<file path="src/rtl/mem_arb.sv">
// Two-port round-robin arbiter sharing one request/ack data memory port.
// Optional abort-on-timeout in WAIT is enabled by defining MEM_ARB_TIMEOUT_EN.
module mem_arb #(
    parameter int unsigned AW      = 32,
    parameter int unsigned DW      = 32,
    parameter int unsigned TIMEOUT = 16
) (
    input  logic          clk,
    input  logic          rst_n,
    input  logic          req0,
    input  logic          we0,
    input  logic [AW-1:0] addr0,
    input  logic [DW-1:0] wdata0,
    input  logic [1:0]    width0,
    output logic          done0,
    output logic          err0,
    input  logic          req1,
    input  logic          we1,
    input  logic [AW-1:0] addr1,
    input  logic [DW-1:0] wdata1,
    input  logic [1:0]    width1,
    output logic          done1,
    output logic          err1,
    output logic [DW-1:0] rdata,
    output logic          mem_req,
    output logic          mem_we,
    output logic [AW-1:0] mem_addr,
    output logic [DW-1:0] mem_wdata,
    output logic [1:0]    mem_width,
    output logic          mem_owner,
    input  logic          mem_ack,
    input  logic [DW-1:0] mem_rdata
);

    typedef enum logic [1:0] {S_IDLE, S_WAIT, S_DONE} state_t;

    state_t        r_state;
    state_t        w_next;
    logic          r_last_grant;
    logic          r_we;
    logic [AW-1:0] r_addr;
    logic [DW-1:0] r_wdata;
    logic [1:0]    r_width;
    logic          r_owner;
    logic          r_err;
    logic [DW-1:0] r_rdata;
    logic          w_any_req;
    logic          w_winner;
    logic          w_finish;
    logic          w_timeout;

    if (TIMEOUT < 1) begin : g_timeout_range
        $error("mem_arb: TIMEOUT must be >= 1");
    end

    assign w_any_req = req0 | req1;
    // On a tie the port that did not win last time gets the grant.
    assign w_winner  = (req0 && req1) ? ~r_last_grant : req1;

`ifdef MEM_ARB_TIMEOUT_EN
    logic [31:0] r_cnt;

    assign w_timeout = (r_state == S_WAIT) && !mem_ack && (r_cnt == TIMEOUT - 1);

    always_ff @(posedge clk or negedge rst_n) begin
        if (!rst_n) begin
            r_cnt <= '0;
        end else if (r_state == S_WAIT) begin
            if (!mem_ack) r_cnt <= r_cnt + 32'd1;
        end else begin
            r_cnt <= '0;
        end
    end
`else
    assign w_timeout = 1'b0;
`endif

    assign w_finish = (r_state == S_WAIT) && (mem_ack || w_timeout);

    always_ff @(posedge clk or negedge rst_n) begin
        if (!rst_n) r_state <= S_IDLE;
        else        r_state <= w_next;
    end

    always_comb begin
        w_next = r_state;
        case (r_state)
            S_IDLE:  if (w_any_req) w_next = S_WAIT;
            S_WAIT:  if (w_finish)  w_next = S_DONE;
            S_DONE:  w_next = S_IDLE;
            default: w_next = S_IDLE;
        endcase
    end

    always_ff @(posedge clk or negedge rst_n) begin
        if (!rst_n) begin
            r_last_grant <= 1'b1;
            r_we         <= 1'b0;
            r_addr       <= '0;
            r_wdata      <= '0;
            r_width      <= '0;
            r_owner      <= 1'b0;
            r_err        <= 1'b0;
            r_rdata      <= '0;
        end else if (r_state == S_IDLE && w_any_req) begin
            r_owner <= w_winner;
            r_err   <= 1'b0;
            r_we    <= w_winner ? we1    : we0;
            r_addr  <= w_winner ? addr1  : addr0;
            r_wdata <= w_winner ? wdata1 : wdata0;
            r_width <= w_winner ? width1 : width0;
        end else if (w_finish) begin
            // An ack coinciding with the timeout completes normally.
            r_last_grant <= r_owner;
            r_err        <= w_timeout;
            r_rdata      <= (mem_ack && !r_we) ? mem_rdata : '0;
        end
    end

    always_comb begin
        mem_req   = (r_state == S_WAIT);
        mem_we    = r_we;
        mem_addr  = r_addr;
        mem_wdata = r_wdata;
        mem_width = r_width;
        mem_owner = r_owner;
        rdata     = r_rdata;
        done0     = (r_state == S_DONE) && !r_owner;
        done1     = (r_state == S_DONE) &&  r_owner;
        err0      = done0 && r_err;
        err1      = done1 && r_err;
    end

endmodule

</file>
<file path="config.mk">
export PLATFORM = sky130hd
export DESIGN_NAME = mem_arb
export DESIGN_NICKNAME = d
export VERILOG_FILES = /design/src/rtl/mem_arb.sv
export SDC_FILE = /design/constraint.sdc
export NUM_CORES = 1
export LEC_CHECK = 0
export ABC_AREA = 1
export CORE_MARGIN = 2
export CORE_UTILIZATION = 40
export DETAILED_ROUTE_END_ITERATION = 8
export GPL_TIMING_DRIVEN = 0
export PLACE_DENSITY = 0.86
export SYNTH_ARGS = -nofsm -noshare
export SYNTH_HDL_FRONTEND = slang
export SYNTH_SLANG_ARGS = --single-unit
</file>
<file path="constraint.sdc">
create_clock -name clk -period 2.5 [get_ports clk]
set_input_delay 0.5 -clock clk [delete_from_list [all_inputs] [get_ports clk]]
set_output_delay 0.5 -clock clk [all_outputs]
set_load 0.005 [all_outputs]
</file>
## Word-level counts from Yosys, hierarchy flattened

Index checks and enable logic that the tools add are counted.

- Register bits: 104
- Input port bits: 171
- Output and inout port bits: 105
- Logic and storage cells: 41

- Equal/unequal tests: 4
- Mux-type cells: 11
- Bitwise operators: 3
- Reductions and logical operators: 14

Operators with widths:

| operator | count |
|---|---|
| 2-to-1 mux 32 bit | 3 |
| logical AND 1 bit | 8 |
| 2-to-1 mux 2 bit | 3 |
| 2-to-1 mux 1 bit | 4 |
| case mux 2 bit (2 select lines) | 1 |
| AND reduction 2 bit | 2 |
| equality test 2 x 1 -> 1 bit, second input constant | 1 |
| equality test 2 bit, second input constant | 1 |
| logical NOT 1 bit | 2 |
| logical NOT 2 bit | 1 |
| != test 2 x 1 -> 1 bit, second input constant | 1 |
| != test 2 bit, second input constant | 1 |
| inverter 1 bit | 2 |
| nonzero test 2 bit | 1 |
| OR 1 bit | 1 |

## Longest topological paths before layout

- Depth after elaboration: 4
- Gate-level depth with buffers: 7
- Mapped depth without buffers: 5

## Least setup slack after synthesis

No wires, ideal clock.

- Path type: input port to flip-flop
- From: in req1
- To: reg r_addr[0] (netlist: mem_addr[0])
- Library setup time: 0.117 ns
- Data arrival time: 1.233 ns
- Data required time: 2.383 ns
- Setup slack: 1.149 ns
- Cell stages on the path: 7
- Buffers on the path: 3
- Cells stage by stage: buf_4 > nor2_2 > nor2_4 > buf_4 > buf_4 > nand3_1 > nand2_1

- Cells in the longest elaborated chain, start to end: 3

Ends and longest elaborated chain:

| item | RTL line | source |
|---|---|---|
| from (decl) | 17 | `input logic req1,` |
| logical AND 1 bit | 58 | `assign w_winner = (req0 && req1) ? ~r_last_grant : req1;` |
| 2-to-1 mux 1 bit | 58 |  |
| 2-to-1 mux 32 bit | 109 | `r_addr <= w_winner ? addr1 : addr0;` |
| to (signal assigned) | 109 |  |
| to (decl) | 41 | `logic [AW-1:0] r_addr;` |

Parallel ways exist; a longest one is shown, timed or not.
A chain may end at the register's enable or synchronous reset.

## Final worst setup path

- From: reg r_state[1]
- To: out done1

- Cells in the longest elaborated chain, start to end: 2

Ends and longest elaborated chain:

| item | RTL line | source |
|---|---|---|
| from (decl) | 37 | `state_t r_state;` |
| from (signal assigned) | 82 | `else r_state <= w_next;` |
| equality test 2 bit | 129 | `done1 = (r_state == S_DONE) && r_owner;` |
| logical AND 1 bit | 129 |  |
| to (decl) | 22 | `output logic done1,` |

Every way passes these cells.

==> run metrics <==
total routed wirelength=17100 µm; 1st-pass router iterations=5; I/O pins=276; DRC=0; PnR Total Power=8.60 mW; Post-Synth XOR/XNOR Area=0%; Worst Path Max Fanout=4; Synthesis Warnings=0; routed vias/inst=4.68; Distinct cells, synth=21; Max VDD drop=0.437 mV; Seq cells post-synth=103; H-tree depth=3; Comb power frac=48.9%; Clock Sinks=103; Layout Area Growth over Synthesis=61.9%; GR Layer Usage met2=41.7%; # diodes=0; total die area=14200 µm²; sequential power share=34.6%; adder-cell share of the synthesized area=0%; sw frac=35.3%; initial core utilization=40.5%; clk_skew=0.00688 ns; main combinational cell family by area after synthesis=simple AND/OR/NAND/NOR gates; RD Place Congestion=0.820; largest net degree at the start of global routing=64; reported leakage power=4.46 nW; most frequent cells in the layout=271 x clkdlybuf4s50_1, 268 x nand2_1, 138 x inv_1, 134 x nand3_1, 102 x dfrtp_1; Arr. time, crit path=1.62 ns; DRT antenna net count=0; Synth Cell Area=5300 µm²; clock latency on the worst-skew pair=0.34 ns; outcome=complete, no violations; antenna violations before repair=0; slowest stage delay, CP=0.57 ns; period utilisation layout=84.8%; maxcap violations=0; TritonCTS buffer count=9; RSZ-0062 raised after global routing=false; clock power share=16.5%; Cell Pwr Density=1000 nW/µm²; Post-Synthesis Cells=738; Clock Pin Slew Worst Setup and Hold Paths=0.07 ns; row count=42; Worst Path Class, Setup=reg -> out; layer with the highest usage=met2; Die Wd=119 µm; layout cells sized above 1=5.93%; vias in the first global route=5529; Setup crit start kind=flop; Total GRT Usage=24.2%; Starting DRT DRC Count=379; Post-DP HPWL=13200 µm; mux contribution to synthesized area=0%; Compound-Gate Fraction of Synth Area=3.52%; Filler cells=1121; Synth Area in Simple Gates=32.7%; CP cell instances=inv_1 > nor3_1 > clkdlybuf4s50_1; Period minus WS final=2.12 ns; required time worst endpoint=2.00 ns; pins over their slew limit=0; Setup-failing EPs final=0; commonest non-fill, non-tap cell in the layout=clkdlybuf4s50_1; Sum Neg Setup Slack=0 ns; Hold Crit Class=in -> async; Post-CTS Setup Repair Bufs=0; CP max stage cell=clkdlybuf4s50_1; R2R depth=6; Slew headroom=62.3%; CTS tree=done; synthesized area per cell=7.18 µm²; core area=13100 µm²; first-pass GRT wire length=27500 µm; Tightest Pin Transition=0.566 ns; chip height=119 µm; switching pwr=3.04 mW; clk buf depth=2; worst hold slack=0.148 ns; Critical Path Sink Type=primary output; Net count, final=1194; CTS root buffer=clkbuf_16; Hold Fails Final Rpt=0; Int Power=5.57 mW; grt met3 use=5.08%; met1 GRT Util=29.8%; via count=5631; IO Port Bufs=272; Fmax=472 MHz; sequential-to-total area share from yosys stat=48.7%; CTS resizes=0; DR WL/cell=14.2 µm; CTS Hold Bufs=0; aggregate global routing overflow=0
==> layout make-up <==
| type | instances | area, µm² | share of cell area, % |
|---|---|---|---|
| plain buffers | 48 | 273 | 3.18 |
| clock buffers | 9 | 225 | 2.63 |
| clock inverters | 7 | 81.3 | 0.948 |
| inverters | 139 | 522 | 6.08 |
| multi-input cells | 449 | 1930 | 22.5 |
| flip-flops and latches | 103 | 2580 | 30.1 |
| well taps | 176 | 220 | 2.57 |
| repair buffers | 273 | 2750 | 32.0 |
==> worst paths after layout <==
check | endpoint | startpoint | slack (ns)
worst max-delay path | done1 | r_state[1]$_DFFE_PN0P_ | 0.38
worst min-delay path | rdata[5]$_DFFE_PN0P_ | rst_n | 0.15
worst min register to register | mem_addr[7]$_DFFE_PN0P_ | mem_addr[7]$_DFFE_PN0P_ | 0.48
max in group asynchronous | r_last_grant$_DFFE_PN1P_ | rst_n | 1.61
min in group clk | mem_addr[7]$_DFFE_PN0P_ | mem_addr[7]$_DFFE_PN0P_ | 0.48
worst max register to register | mem_wdata[18]$_DFFE_PN0P_ | r_last_grant$_DFFE_PN1P_ | 0.95
==> kinds of logic after synthesis <==
| family | after synthesis |
|---|---|
| and+or+nand+nor | 411 |
| DFF | 103 |
| AOI/OAI and AO/OA | 36 |
| buffers and inverters | 187 |
| other | 1 |
==> flip-flops by register name (all words and copies together), names as in the netlist <==
signal        cells
mem_addr         32
mem_wdata        32
rdata            32
mem_width         2
r_state           2
mem_owner         1
mem_we            1
r_last_grant      1
==> cell usage after synthesis <==
library cell / instances / area (µm²)
nor2_1: 1 / 3.75
buf_2: 20 / 100
conb_1: 1 / 3.75
nand3_1: 134 / 671
clkbuf_1: 13 / 48.8
dfrtp_1: 102 / 2550
buf_4: 10 / 75.1
o21ai_1: 8 / 40.0
buf_6: 4 / 45.0
nand2_1: 268 / 1010
o31ai_1: 1 / 7.51
nor3_1: 2 / 10.0
o21ai_2: 1 / 8.76
o21ai_0: 26 / 130
nor2_4: 1 / 11.3
buf_1: 1 / 3.75
nand2_2: 3 / 18.8
inv_1: 138 / 518
dfstp_2: 1 / 26.3
inv_2: 1 / 3.75
nor2_2: 2 / 12.5
==> power groups by stage <==
stage	Combinational, mW	Sequential [mW]	Clock [mW]
6_report	4.21	2.97	1.42
5_1_grt	4.62	3.07	1.53
4_1_cts	4.25	2.97	1.46
3_5_place_dp	4.23	2.98	0
3_3_place_gp	4.13	2.95	0
2_1_floorplan	1.64	3.01	0
==> worst max-delay path, delay by kind of cell (launching register included) <==
family        cells  cell delay [ns]
simple gates      1             0.22
flops             1             0.41
buf+inv           2             0.66
==> stage by stage <==
step | setup WS [ns] | instance area [µm²] | util [%] | std cells
3_5_place_dp | 0.360 | 8270 | 63.2 | 1188
2_1_floorplan | 1.15 | 5300 | - | 739
4_1_cts | 0.349 | 8570 | 65.5 | 1204
5_1_grt | 0.286 | 8570 | 65.5 | 1204
6_report | 0.379 | 8570 | 65.5 | 1204
3_3_place_gp | -2.99 | 8240 | 63.0 | 1187
==> layer usage <==
metal,up-vias,routed length [µm]
met4,0,544
met5,-,0
met3,39,1260
li1,2790,-
met1,2562,6970
met2,240,8300
Power figures use the tool's default switching activity.
